==> src/rtl/quad_decoder.sv <==
// rtl/quad_decoder.sv - x4 quadrature decoder with sync, optional glitch filter and loadable position count
// Phase pins are synchronized, filtered, decoded into up/down steps that drive a wrapping position counter.
module quad_decoder #(
  parameter int WIDTH       = 8,
  parameter int SYNC_STAGES = 2,
  parameter int FILT_CYCLES = 0
) (
  input  logic             clk,
  input  logic             rst_n,
  input  logic             a_in,
  input  logic             b_in,
  input  logic             load,
  input  logic [WIDTH-1:0] data,
  input  logic             clr_err,
  output logic [WIDTH-1:0] count,
  output logic             dir,
  output logic             step,
  output logic             err
);

  logic [SYNC_STAGES-1:0] a_sync;
  logic [SYNC_STAGES-1:0] b_sync;
  logic [SYNC_STAGES-1:0] sync_vld;
  logic [1:0]             sync_pair;
  logic                   sync_ok;
  logic                   acc_vld;
  logic [1:0]             acc_pair;

  // sync_vld tracks when the chain holds real pin samples rather than reset zeros,
  // so encoders resting at 11 through reset do not look like a 00->11 jump.
  always_ff @(posedge clk or negedge rst_n) begin
    if (!rst_n) begin
      a_sync   <= '0;
      b_sync   <= '0;
      sync_vld <= '0;
    end else begin
      a_sync   <= {a_sync[SYNC_STAGES-2:0], a_in};
      b_sync   <= {b_sync[SYNC_STAGES-2:0], b_in};
      sync_vld <= {sync_vld[SYNC_STAGES-2:0], 1'b1};
    end
  end

  assign sync_pair = {a_sync[SYNC_STAGES-1], b_sync[SYNC_STAGES-1]};
  assign sync_ok   = sync_vld[SYNC_STAGES-1];

  generate
    if (FILT_CYCLES == 0) begin : g_no_filt
      assign acc_vld  = sync_ok;
      assign acc_pair = sync_pair;
    end else begin : g_filt
      logic [1:0] cand;
      logic [3:0] filt_cnt;

      always_ff @(posedge clk or negedge rst_n) begin
        if (!rst_n) begin
          cand     <= 2'b00;
          filt_cnt <= 4'd0;
        end else if (sync_ok) begin
          if (sync_pair != cand) begin
            cand     <= sync_pair;
            filt_cnt <= 4'd0;
          end else if (filt_cnt != 4'(FILT_CYCLES)) begin
            filt_cnt <= filt_cnt + 4'd1;
          end
        end
      end

      assign acc_vld  = sync_ok && (filt_cnt == 4'(FILT_CYCLES));
      assign acc_pair = cand;
    end
  endgenerate

  logic [1:0] p;
  logic       init;
  logic [1:0] s_idx;
  logic [1:0] p_idx;
  logic [1:0] delta;
  logic       fwd;
  logic       rev;
  logic       illegal;

  // Gray position: 00->0, 10->1, 11->2, 01->3; forward is +1 mod 4, opposite corner is +2.
  assign s_idx = {acc_pair[0], acc_pair[1] ^ acc_pair[0]};
  assign p_idx = {p[0], p[1] ^ p[0]};
  assign delta = s_idx - p_idx;

  always_comb begin
    fwd     = 1'b0;
    rev     = 1'b0;
    illegal = 1'b0;
    if (acc_vld && !init) begin
      fwd     = (delta == 2'd1);
      rev     = (delta == 2'd3);
      illegal = (delta == 2'd2);
    end
  end

  always_ff @(posedge clk or negedge rst_n) begin
    if (!rst_n) begin
      p     <= 2'b00;
      init  <= 1'b1;
      count <= '0;
      dir   <= 1'b0;
      step  <= 1'b0;
      err   <= 1'b0;
    end else begin
      if (acc_vld) begin
        p    <= acc_pair;
        init <= 1'b0;
      end
      step <= fwd | rev;
      if (fwd | rev)
        dir <= fwd;
      if (load)
        count <= data;
      else if (fwd)
        count <= count + WIDTH'(1);
      else if (rev)
        count <= count - WIDTH'(1);
      err <= illegal | (err & ~clr_err);
    end
  end

endmodule

==> config.mk <==
export PLATFORM = sky130hd
export DESIGN_NAME = quad_decoder
export DESIGN_NICKNAME = d
export VERILOG_FILES = /design/src/rtl/quad_decoder.sv
export SDC_FILE = /design/constraint.sdc
export NUM_CORES = 1
export LEC_CHECK = 0
export ABC_AREA = 1
export CAP_MARGIN = 20
export CORE_MARGIN = 2
export CORE_UTILIZATION = 30
export DETAILED_ROUTE_END_ITERATION = 10
export PLACE_DENSITY = 0.6
export REMOVE_ABC_BUFFERS = 1
export SYNTH_ARGS = -nofsm -noshare
export SYNTH_HDL_FRONTEND = slang
export SYNTH_SLANG_ARGS = --single-unit
==> constraint.sdc <==
create_clock -name clk -period 3.3 [get_ports clk]
set_clock_uncertainty 0.2 [all_clocks]
set_input_delay 0.495 -clock clk [delete_from_list [all_inputs] [get_ports clk]]
set_output_delay 0.495 -clock clk [all_outputs]
set_load 0.005 [all_outputs]
==> reports/qor.yml <==
final_layout:
  utilization_pct: 41.1
  final_nets: 187
  syn2layout_area_growth_pct: 31.2
  stdcell_count: 211
  antennaDiodeCount: 0
  fillers: 405
  drive_gt1_share_pct: 9.82
floorplan:
  die_h_um: 66.1
  die_w_um: 66.1
  num_rows: 22
  core_mm2: 0.00369
  io_pins: 25
  start_util_pct: 31.3
  die-area_mm2: 0.00437
power_and_ir_drop:
  ir_drop_mv: 0.193
  p_per_area_mw_per_mm2: 627
  p_leak_nw: 0.722
route:
  vias: 927
  dr.pass1.iters: 4
  drcViolationCount: 0
  antenna_left: 0
  drtIter0Drc: 12
  postRouteWirelength_um: 2320
  wl_per_cell_um: 11.0
  vias_per_cell: 4.39
logic_synthesis:
  syn_area_mm2: 0.00116
  synth_cells: 136
  syn-mean-instance-area_um2: 8.50
  yosysSeqAreaShare_pct: 43.4
  ys_types: 28
  ys_seq_elements: 20
  ys_warn_count: 0
sta:
  max_freq_mhz: 352
  relSlewSlack_pct: 42.0
  finalSetupViolCount: 0
  rsz0062_at_grt: "no"
  hold_ws_ns: 0.151
  fin_crit_ns: 2.84
  drv_slew: 0
  final.setup.tns_ns: 0
  worst_slew_pin_slew_ns: 0.867
  hold_violations: 0
  fin_crit_sh_pct: 86.1
  setup_ws_ns: 0.460
clocking:
  cts_buffer_depth: 2
  cts_tree: "built"
  ctsHoldBuffers: 0
  post_cts_buffers: 0
  cts.repair.resized: 0
  cts_sinks: 20
  clk_pin_slew_ns: 0.08
  clock-root-buffer: "clkbuf_8"
  clk_latency_ns: 0.26
  cts_buffers: 3
  h-tree-depth: 1
worst_setup_path:
  cp.arrival_ns: 2.80
  crit_start: "b_sync[1]"
  crit_type: "reg -> reg"
  endpoint: "count[5]"
  critPathLaunchType: "flip-flop"
  path_max_fanout: 10
  rr_endpoint: "count[5]"
  r2r-start: "b_sync[1]"
  setup.worst_path.end_class: "flip-flop"
  r2r_slack_ns: 0.46
  required_ns: 3.26
  reg2regPathDepth: 12
global_routing:
  grt_max_degree: 21
  grtUsageTotal_pct: 12.9
  globalRouteOverflowTotal: 0
  grt_antenna_before_repair: 0
  grt_pass1_wl_um: 4340
  grt_pass1_vias: 1018
placement:
  place_ws_ns: 0.456
  place.gp.congestion: 0.870
  portBuffers: 24
  place_inst: 207
  dp_hpwl_um: 1780
hold_path:
  min_path_type: "reg -> reg"
job:
  maxCapViolations: 0
status:
  run_status: "completed"
## synth_stat cells, drive strengths merged
master / count / share of area [%]
a21o: 1 / 0.65
a21oi: 3 / 1.3
a22o: 1 / 0.76
a31oi: 1 / 0.54
buf: 1 / 0.97
clkinv: 1 / 0.32
conb: 1 / 0.32
dfrtp: 19 / 41
dfstp: 1 / 2.3
fa: 1 / 1.7
ha: 8 / 8.7
inv: 18 / 6.3
mux2: 1 / 0.97
nand2: 46 / 16
nand3: 14 / 6.5
nor2: 5 / 2.9
o211ai: 4 / 2.6
o21ai: 2 / 0.87
o22ai: 1 / 0.54
or2: 2 / 1.1
xnor2: 4 / 3.0
xor2: 1 / 0.76
## layout make-up
| class | count | area, um^2 | share of cell area [%] |
|---|---|---|---|
| Tap cell | 48 | 60.1 | 3.96 |
| Sequential cell | 20 | 502 | 33.1 |
| Clock buffer | 3 | 41.3 | 2.72 |
| Clock inverter | 1 | 30.0 | 1.98 |
| Inverter | 19 | 76.3 | 5.03 |
| Timing Repair Buffer | 24 | 240 | 15.8 |
| Multi-Input combinational cell | 96 | 567 | 37.4 |
## stage by stage
| step | area (um^2) | total power (W) |
|---|---|---|
| after floorplan | 1140 | 0.000570 |
| after global placement | 1450 | 0.000702 |
| after detailed placement | 1450 | 0.000707 |
| after CTS | 1520 | 0.000963 |
| after global routing | 1520 | 0.00104 |
| final | 1520 | 0.000951 |
## placed cells by master, fill, tap and decap left out, types with 3 or more instances in the layout
| cell type | n |
|---|---|
| clkbuf_8 | 3 |
| nand3_1 | 13 |
| clkdlybuf4s50_1 | 24 |
| inv_1 | 15 |
| nand2_1 | 44 |
| ha_1 | 8 |
| nor2_1 | 3 |
| o211ai_1 | 4 |
| a21oi_1 | 3 |
| dfrtp_1 | 19 |
| xnor2_1 | 4 |
## critical path: stages (launching register included)
cell,delay [ns]
dfrtp_1,0.43
xnor2_1,0.15
ha_1,0.34
nor2_4,0.18
nand3_2,0.24
ha_1,0.42
nand3_1,0.11
nand3_1,0.13
nand3_1,0.10
nand2_1,0.06
or2_2,0.26
nand3_1,0.08
nand2_1,0.05
## sequential cells by signal, indices dropped and copies added, names as in the netlist, 2 cells and up
register / cells
sync_vld: 2
b_sync: 2
a_sync: 2
p: 2
count: 8
## power breakdown
group | switching, W | internal [W]
clock | 0.0000860 | 0.000162
combinational | 0.000192 | 0.000193
sequential | 0.0000347 | 0.000284
## worst min-delay path by stage
stage | endpoint | from | cells after the start
2_1_floorplan | a_sync[0] | rst_n | 0
3_3_place_gp | sync_vld[1] | sync_vld[0] | 0
3_5_place_dp | b_sync[1] | b_sync[0] | 0
4_1_cts | b_sync[1] | b_sync[0] | 0
5_1_grt | a_sync[1] | a_sync[0] | 0
6_report | b_sync[1] | b_sync[0] | 0
## layer usage
| layer | track usage, % | routed length, um |
|---|---|---|
| met5 | 0 | 0 |
| met3 | 2.21 | 87 |
| met4 | 5.36 | 53 |
| met1 | 16.0 | 1060 |
| met2 | 21.9 | 1110 |
## cells by family after synthesis
logic type | after synthesis | share of synthesized area, %
buffers and inverters | 20 | 7.57
AOI/OAI and AO/OA | 13 | 7.25
DFF | 20 | 43.4
muxes | 1 | 0.974
and+or+nand+nor | 67 | 26.3
other | 1 | 0.324
adders and majority gates | 9 | 10.4
xor gates and xnor gates | 5 | 3.79
Note: power is estimated with default switching activity, not from simulation.
